## src/rtl/function_sequencer.sv

```systemverilog
// rtl/function_sequencer.sv - streams consecutive rows of a constant table as a flow-controlled burst
// Define FUNCTION_SEQUENCER_ROT_EN to add a rot input that rotates each row left as it is loaded.
module function_sequencer #(
   parameter int                   K_N      = 256,
   parameter int                   DEPTH    = 4,
   parameter int                   AW       = 2,
   parameter int                   CW       = 8,
   parameter logic [K_N*DEPTH-1:0] ROW_INIT = '0
) (
   input  logic                     clk,
   input  logic                     rst,
   input  logic                     start,
   input  logic [AW-1:0]            start_adrs,
   input  logic [CW-1:0]            count,
   input  logic                     abort,
`ifdef FUNCTION_SEQUENCER_ROT_EN
   input  logic [$clog2(K_N)-1:0]   rot,
`endif
   output logic [K_N-1:0]           f,
   output logic                     f_valid,
   input  logic                     f_ready,
   output logic [AW-1:0]            adrs_out,
   output logic                     last,
   output logic                     busy,
   output logic                     done
);

   typedef enum logic {IDLE, RUN} state_e;

   state_e          state_q, state_d;
   logic [K_N-1:0]  f_q, f_d;
   logic            f_valid_q, f_valid_d;
   logic [AW-1:0]   adrs_q, adrs_d;
   logic [CW-1:0]   rem_q, rem_d;
   logic            done_q, done_d;

   logic [AW-1:0]   adrs_nxt;
   logic [AW-1:0]   sel_adrs;
   logic [K_N-1:0]  row_src;
   logic [K_N-1:0]  row_fmt;

   // Addresses past the last row (possible when DEPTH is not a power of two) read as zero.
   function automatic logic [K_N-1:0] row_at(input logic [AW-1:0] a);
      logic [K_N-1:0] r;
      r = '0;
      if (int'(a) < DEPTH) r = ROW_INIT[int'(a)*K_N +: K_N];
      return r;
   endfunction

   always_comb begin
      state_d   = state_q;
      f_d       = f_q;
      f_valid_d = f_valid_q;
      adrs_d    = adrs_q;
      rem_d     = rem_q;
      done_d    = 1'b0;

      adrs_nxt = (adrs_q == AW'(DEPTH - 1)) ? '0 : adrs_q + 1'b1;
      sel_adrs = (state_q == IDLE) ? start_adrs : adrs_nxt;
      row_src  = row_at(sel_adrs);
`ifdef FUNCTION_SEQUENCER_ROT_EN
      row_fmt  = (row_src << rot) | (row_src >> (K_N - int'(rot)));
`else
      row_fmt  = row_src;
`endif

      if (abort) begin
         state_d   = IDLE;
         f_valid_d = 1'b0;
         rem_d     = '0;
      end else begin
         case (state_q)
            IDLE: begin
               if (start) begin
                  if (count != '0) begin
                     f_d       = row_fmt;
                     adrs_d    = start_adrs;
                     f_valid_d = 1'b1;
                     rem_d     = count;
                     state_d   = RUN;
                  end else begin
                     done_d = 1'b1;
                  end
               end
            end
            RUN: begin
               if (f_valid_q && f_ready) begin
                  if (rem_q > CW'(1)) begin
                     f_d    = row_fmt;
                     adrs_d = adrs_nxt;
                     rem_d  = rem_q - CW'(1);
                  end else begin
                     f_valid_d = 1'b0;
                     rem_d     = '0;
                     done_d    = 1'b1;
                     state_d   = IDLE;
                  end
               end
            end
            default: state_d = IDLE;
         endcase
      end
   end

   always_ff @(posedge clk or negedge rst) begin
      if (!rst) begin
         state_q   <= IDLE;
         f_q       <= '0;
         f_valid_q <= 1'b0;
         adrs_q    <= '0;
         rem_q     <= '0;
         done_q    <= 1'b0;
      end else begin
         state_q   <= state_d;
         f_q       <= f_d;
         f_valid_q <= f_valid_d;
         adrs_q    <= adrs_d;
         rem_q     <= rem_d;
         done_q    <= done_d;
      end
   end

   assign f        = f_q;
   assign f_valid  = f_valid_q;
   assign adrs_out = adrs_q;
   assign last     = f_valid_q && (rem_q == CW'(1));
   assign busy     = (state_q == RUN);
   assign done     = done_q;

endmodule
```

## config.mk

```make
export PLATFORM = sky130hd
export DESIGN_NAME = function_sequencer
export DESIGN_NICKNAME = d
export VERILOG_FILES = /design/src/rtl/function_sequencer.sv
export SDC_FILE = /design/constraint.sdc
export NUM_CORES = 1
export LEC_CHECK = 0
export CAP_MARGIN = 40
export CORE_AREA = 5 5 104 106
export CTS_BUF_LIST = sky130_fd_sc_hd__clkbuf_8
export CTS_CLUSTER_SIZE = 16
export DETAILED_ROUTE_END_ITERATION = 10
export DIE_AREA = 0 0 109 111
export GPL_TIMING_DRIVEN = 0
export PLACE_DENSITY_LB_ADDON = 0.12
export SYNTH_ARGS = -nofsm -noshare
export SYNTH_HDL_FRONTEND = slang
export SYNTH_SLANG_ARGS = --single-unit
```

## constraint.sdc

```tcl
create_clock -name clk -period 2.1 [get_ports clk]
set_input_delay 0.315 -clock clk [delete_from_list [all_inputs] [get_ports clk]]
set_output_delay 0.315 -clock clk [all_outputs]
set_load 0.01 [all_outputs]
```

[After elaboration in Yosys (flattened, before gate mapping)]
Cells that the tools add are included.
Word-level totals
  register bits after elaboration: 269
  input port bits: 15
  output and inout port bits: 262
  logic and storage cells: 64
Cells by class
  add/subtract/negate cells: 2
  $lt $le $gt $ge: 1
  equal/unequal tests: 10
  shifts and indexed selects: 1
  mux-type cells: 36
  bitwise operators: 2
  reductions and logical operators: 6
Operator list (number)
  $mux W256: 4
  $shiftx A1024 B11 Y256 const A: 1
  $pmux W256 S2: 1
  $mux W8: 5
  $pmux W8 S2: 1
  $mux W1: 15
  $mux W2: 6
  $eq A8 B1 Y1 const B: 1
  $gt A8 B1 Y1 const B: 1
  $reduce_bool A8 Y1: 1
  $sub A8 B1 Y8 const B: 1
  $ne A2 B1 Y1 const B: 3
  $ne A3 B2 Y1 const B: 2
  $ne A3 B3 Y1 const B: 2
  $pmux W1 S2: 3
  $reduce_and A5 Y1: 1
  $pmux W2 S2: 1
  $reduce_and A4 Y1: 1
  $reduce_and A3 Y1: 1
  $add A2 B1 Y2 const B: 1
  $eq A2 B2 Y1 const B: 1
  $logic_and A1 B1 Y1: 2
  $ne A2 B2 Y1 const B: 1
  $not A1 Y1: 2

[Depth between registers and ports, before layout]
Gate-level depths: netlist of the first run.
  depth after elaboration: 7
  mapped depth: 6
  mapped depth without buffers: 6

[Worst setup path after synthesis of the first run]
No wires, ideal clock.
  kind: register to register
  start point: register rem_q[4]
  end point: register adrs_q[0], in the netlist adrs_out[0]
  library setup time: 0.128 ns
  arrival: 1.825 ns
  required time: 1.972 ns
  path slack: 0.147 ns
  stages on the path, launching flop included: 6
  buffers on the path: 1
  period minus slack after synthesis: 1.953 ns
  cells stage by stage: dfrtp_1 -> or3_1 -> buf_2 -> or3_4 -> a31oi_2 -> mux2_1
Between the ends
  longest elaborated chain between the ends: 3
RTL lines
  start, declared: line 34  | logic [CW-1:0] rem_q, rem_d;
  start signal, assigned: line 118  | rem_q <= rem_d;
  $gt A8 B1 Y1: line 88  | if (rem_q > CW'(1)) begin
  $ne A2 B1 Y1 (no source line)
  $reduce_and A5 Y1 (no source line)
  end signal, assigned: line 117  | adrs_q <= adrs_d;
  end, declared: line 33  | logic [AW-1:0] adrs_q, adrs_d;
Every way passes these cells.
A chain may end at the register's enable or synchronous reset.

[Worst setup path in the final report of the first run]
  start point: register rem_q[5]
  end point: register adrs_q[0], in the netlist adrs_out[0]
Same word-level chain as after synthesis.

==> results of run 1 <==
## Yosys cell counts (2+ instances only)
master / instances / area, um2
nor4_1: 3 / 18.77
o22ai_1: 6 / 37.54
a21oi_1: 4 / 20.02
mux2_1: 2 / 22.52
ha_1: 3 / 37.54
nor2_1: 9 / 33.78
o2bb2ai_1: 4 / 35.03
nor3_1: 6 / 30.03
dfrtp_1: 13 / 325.3
inv_1: 6 / 22.52
and3_1: 2 / 12.51
a22oi_1: 3 / 22.52
mux2_2: 2 / 22.52
buf_4: 256 / 1922
a2bb2oi_1: 2 / 17.52
o31ai_1: 2 / 15.01
nand2_1: 6 / 22.52
or3_1: 2 / 12.51
## sequential cells by signal, indices dropped and copies added, names as in the netlist
| name | count |
|---|---|
| done | 1 |
| f_valid | 1 |
| busy | 1 |
| adrs_out | 2 |
| rem_q | 8 |
## cells by family after synthesis
| group | after synthesis | share of synthesized area (%) |
|---|---|---|
| AND/OR/NAND/NOR | 37 | 7.121 |
| other | 1 | 0.1342 |
| adder cells (fa/ha/maj) | 3 | 1.344 |
| AO/OA/AOI/OAI | 29 | 8.240 |
| buffers and inverters | 264 | 69.91 |
| flip-flops | 13 | 11.64 |
| multiplexers | 4 | 1.612 |
## timing repair
action,CTS,global route
hold endpoints to repair,0,0
gates resized for setup,9,5
hold buffers,0,0
pin swaps,0,0
setup buffers,0,5
setup endpoints to repair,9,9
## where the power goes
group          total (mW)  internal (mW)  switching (mW)  leakage [nW]
clock network       0.230          0.129           0.101        0.0269
logic               0.943          0.483           0.460          2.53
registers           0.322          0.286          0.0365         0.168
## area by class of cell
cell class | instances | share of cell area (%)
clock buffers | 3 | 0.9726
clock inverters | 1 | 0.08842
multi-input cells | 329 | 35.69
flip-flops and latches | 13 | 7.692
repair buffers | 25 | 5.629
inverters | 6 | 0.5305
plain buffers | 258 | 45.48
well taps | 133 | 3.920
## how the worst max path moves through the flow
| stage | startpoint | endpoint | slack [ns] | cells past startpoint |
|---|---|---|---|---|
| floorplan | rem_q[4] | adrs_out[0] | 0.15 | 5 |
| global placement | count[2] | rem_q[2] | -0.59 | 5 |
| detailed placement | count[2] | rem_q[2] | -0.59 | 5 |
| CTS | rem_q[5] | last | 0.005 | 5 |
| global route | rem_q[5] | adrs_out[0] | 0.0005 | 5 |
| finish | rem_q[5] | adrs_out[0] | 0.06 | 5 |
## stage by stage
stage                     hold WS (ns)  area, um2
after CTS                       0.4784       4189
after floorplan                0.01941       3751
after detailed placement        0.4775       4118
after global placement          0.4781       4118
final                           0.4609       4245
after global routing            0.5162       4245
## metal layers
metal / part of all wire, % / wire length [um]
met1: 31 / 2200
met5: 0 / 0
met3: 13 / 917
met4: 0.20 / 14
met2: 56 / 3967
## worst reg2reg max path, stage by stage (launching register included)
cell	delay, ns
dfrtp_1	0.40
or3_1	0.37
buf_2	0.18
or3_4	0.43
a31oi_4	0.21
mux2_1	0.33
==> results_dict.tcl, run 1 <==
set metrics [dict create \
    hold_viol_final 0 \
    critical_path_peak_fanout 5 \
    relSlewSlack_pct 46.40 \
    cts_buffers 3 \
    met3_usage_pct 4.077 \
    critPathArrivalTime_ns 2.18 \
    cpMaxStageDelayCell "or3_4" \
    post-place-ws_ns -0.5937 \
    yosys_warnings 0 \
    multiInputGateArea_um2 1515 \
    ant_nets 0 \
    grt_max_degree 14 \
    vias 2193 \
    outcome "finished, final reports clean" \
    core_area_um2 9684 \
    r2r_end "adrs_out[0]" \
    via_per_inst 2.855 \
    hold_class "in -> async" \
    synth-edff-count 0 \
    met1_usage_pct 9.558 \
    insertion_delay_ns 0.25 \
    path_clk_slew_ns 0.06 \
    post_synth.cell_area_avg_um2 7.960 \
    nNetsFinal 654 \
    grt.overflow.total 0 \
    final_common_cell "buf_4" \
    reg2regPathDepth 5 \
    place_hpwl_mm 6.607 \
    dr.pass1.iters 4 \
    grt.busiest_layer "met2" \
    start_kind "flip-flop" \
    num_rows 36 \
    finish.utilization_pct 43.84 \
    total_power_mw 1.495 \
    cap_violations 0 \
    start_util_pct 28.85 \
    cp_num_buf_inv 1 \
    worstPathRequired_ns 2.23 \
    clockBufferDepth 2 \
    synth.cell_area_um2 2794 \
    drt-wirelength-per-cell_um 9.245 \
    p_per_area_nw_per_um2 352.2 \
    track_usage_pct 10.42 \
    layout_common_cells "buf_4 (261), conb_1 (256), clkdlybuf4s50_1 (19), dfrtp_1 (12), nor2_1 (8)" \
    setup_viol 0 \
    gp_congestion 0.7631 \
    die_w_um 109 \
    num_io_pins 277 \
    area_growth_pct 51.95 \
    finalCritPeriodShare_pct 97.35 \
    gr-usage-met2_pct 21.66 \
    final-seq-area_um2 326.6 \
    yosysSeqAreaShare_pct 11.64 \
    cts_tree "yes" \
    grt_pass1_wl_mm 10.19 \
    root_buffer "clkbuf_8" \
    async_reset_ff_share_pct 100.0 \
    h-tree-depth 1 \
    synthCells 351 \
    numClockSinks 13 \
    antenna_found_initial 0 \
    fin_tns_setup_ns 0 \
    path_delay_family "simple AND/OR/NAND/NOR gates" \
    instances_no_fill 768 \
    cpPeakStageDelay_ns 0.43 \
    rrSetupSlack_ns 0.06 \
    path_cells "or3_1, buf_2, or3_4, a31oi_4, mux2_1" \
    grt_pass1_vias 1937 \
    dp_cells 759 \
    first_iter_violations 87 \
    die_h_um 111 \
    wl_mm 7.100 \
    yosys_register_bits 13 \
    drive_above_1_share_pct 43.78 \
    fmax_mhz 489.2 \
    yosysUniqueCellTypes 38 \
    finalCriticalPeriod_ns 2.044 \
    end_kind "flip-flop" \
    io_buffers 20 \
    max_slew.worst_pin.slew_ns 0.8020 \
    setup_slack_ns 0.05570 \
    peakVddDrop_mv 0.2097 \
    finClkSkew_ns 0.002904 \
    leakage_nw 2.729 \
    slew_viol_final 0 \
    r2r_start "rem_q[5]" \
    rsz0062_at_grt "no" \
    worst-setup-path-type "reg -> reg" \
    synth_top_flop_cell "dfrtp_1" \
    fill_cells 1004 \
    drc_errors 0 \
    dieArea_um2 12100 \
    antennaDiodeCount 0 \
]
(Power assumes the default switching activity.)
==> run 2, diff against run 1 <==
--- a/config.mk
+++ b/config.mk
@@ -7,7 +7,7 @@
 export LEC_CHECK = 0
 export CAP_MARGIN = 40
 export CORE_AREA = 5 5 104 106
-export CTS_BUF_LIST = sky130_fd_sc_hd__clkbuf_8
+export CTS_BUF_LIST = sky130_fd_sc_hd__clkbuf_4 sky130_fd_sc_hd__clkbuf_8 sky130_fd_sc_hd__clkbuf_16
 export CTS_CLUSTER_SIZE = 16
 export DETAILED_ROUTE_END_ITERATION = 10
 export DIE_AREA = 0 0 109 111
==> results_dict.tcl, run 2 (synthesis gave the netlist of run 1 again) <==
set metrics [dict create \
    path_cells "or3_1, buf_2, or3_4, a31oi_4, mux2_1" \
    die_w_um 109 \
    placed_area_um2 4118 \
    cpPeakStageDelay_ns 0.43 \
    place_hpwl_mm 6.607 \
    final_area_um2 4249 \
    num_io_pins 277 \
    core_area_um2 9684 \
    met3_usage_pct 4.077 \
    finalCriticalPeriod_ns 2.044 \
    cpMaxStageDelayCell "or3_4" \
    io_buffers 20 \
    h-tree-depth 1 \
    drive_above_1_share_pct 43.94 \
    outcome "finished, final reports clean" \
    num_rows 36 \
    leakage_nw 2.728 \
    first_iter_violations 87 \
    dieArea_um2 12100 \
    peakVddDrop_mv 0.2101 \
    dp_cells 759 \
    via_per_inst 2.861 \
    area_growth_pct 52.08 \
    fin_tns_setup_ns 0 \
    root_buffer "clkbuf_8" \
    fmax_mhz 489.1 \
    fin_hold_ws_ns 0.4609 \
    layout_common_cells "buf_4 (261), conb_1 (256), clkdlybuf4s50_1 (19), dfrtp_1 (12), nor2_1 (8)" \
    ant_nets 0 \
    max_slew.worst_pin.slew_ns 0.8021 \
    path_clk_slew_ns 0.06 \
    hold_viol_final 0 \
    antennaDiodeCount 0 \
    relSlewSlack_pct 46.39 \
    grt.busiest_layer "met2" \
    track_usage_pct 10.42 \
    finClkSkew_ns 0.002786 \
    top_register "rem_q" \
    worstPathRequired_ns 2.23 \
    finalCritPeriodShare_pct 97.35 \
    largest_reg_flops 8 \
    antenna_found_initial 0 \
    vias 2197 \
    hold_class "in -> async" \
    gr-usage-met2_pct 21.66 \
    drt-wirelength-per-cell_um 9.245 \
    clockBufferDepth 2 \
    p_per_area_nw_per_um2 356.2 \
    drc_errors 0 \
    dr.pass1.iters 4 \
    critPathArrivalTime_ns 2.18 \
    end_kind "flip-flop" \
    start_util_pct 28.85 \
    die_h_um 111 \
    gp_congestion 0.7631 \
    cts_buffers 3 \
    worst-setup-path-type "reg -> reg" \
    cap_violations 0 \
    slew_viol_final 0 \
    wl_mm 7.100 \
    total_power_mw 1.513 \
    setup_viol 0 \
    grt_max_degree 14 \
    grt.overflow.total 0 \
    start_kind "flip-flop" \
    grt_pass1_vias 1937 \
    final_common_cell "buf_4" \
    critical_path_peak_fanout 5 \
    cts_tree "yes" \
    rsz0062_at_grt "no" \
    grt_pass1_wl_mm 10.19 \
    nNetsFinal 654 \
    fill_cells 1005 \
    numClockSinks 13 \
    insertion_delay_ns 0.25 \
    instances_no_fill 768 \
    met1_usage_pct 9.558 \
]
-- run 2: what timing repair did --
action	CTS	global route
gates resized for setup	9	5
setup buffers	0	5
setup endpoints to repair	9	9
hold buffers	0	0
-- run 2: per-layer routing --
layer  part of all wire (%)  vias to the layer above
li1                       -                     1192
met1                     31                      862
met2                     56                      139
met3                     13                        4
met4                   0.20                        0
met5                      0                        -
-- run 2: power breakdown --
part | total [mW] | switching [mW] | internal, mW
sequential | 0.322 | 0.0364 | 0.286
combinational | 0.943 | 0.460 | 0.483
clock | 0.249 | 0.101 | 0.147
-- run 2: through the flow --
stage | setup slack, ns | util [%]
floorplan | 0.1473 | -
global placement | -0.5869 | 42.52
detailed placement | -0.5937 | 42.52
CTS | 0.004951 | 43.29
global route | 0.0005360 | 43.88
finish | 0.05559 | 43.88
-- run 2: critical path: cells and delay by family (launching register included) --
| family | cells | cell delay [ns] |
|---|---|---|
| muxes | 1 | 0.33 |
| DFF | 1 | 0.40 |
| and+or+nand+nor | 2 | 0.80 |
| AOI/OAI and AO/OA | 1 | 0.21 |
| buffers and inverters | 1 | 0.18 |
-- run 2: final timing paths --
check,startpoint,to,slack [ns],cells past startpoint
setup reg to reg,rem_q[5],adrs_out[0],0.06,5
min in group clk,rem_q[6],rem_q[6],0.50,1
setup / recovery,rem_q[5],adrs_out[0],0.06,5
hold / removal,rst,f_valid,0.46,1
hold reg to reg,rem_q[6],rem_q[6],0.50,1
max in group asynchronous,rst,rem_q[4],1.19,1
-- run 2: area by class of cell --
type | instances | area (um2) | share of cell area (%)
Timing Repair Buffer | 25 | 239.0 | 5.624
Multi-Input combinational cell | 329 | 1515 | 35.66
Buffer | 258 | 1931 | 45.44
Tap cell | 133 | 166.4 | 3.916
Sequential cell | 13 | 326.6 | 7.685
Inverter | 6 | 22.52 | 0.5300
Clock buffer | 4 | 48.80 | 1.148
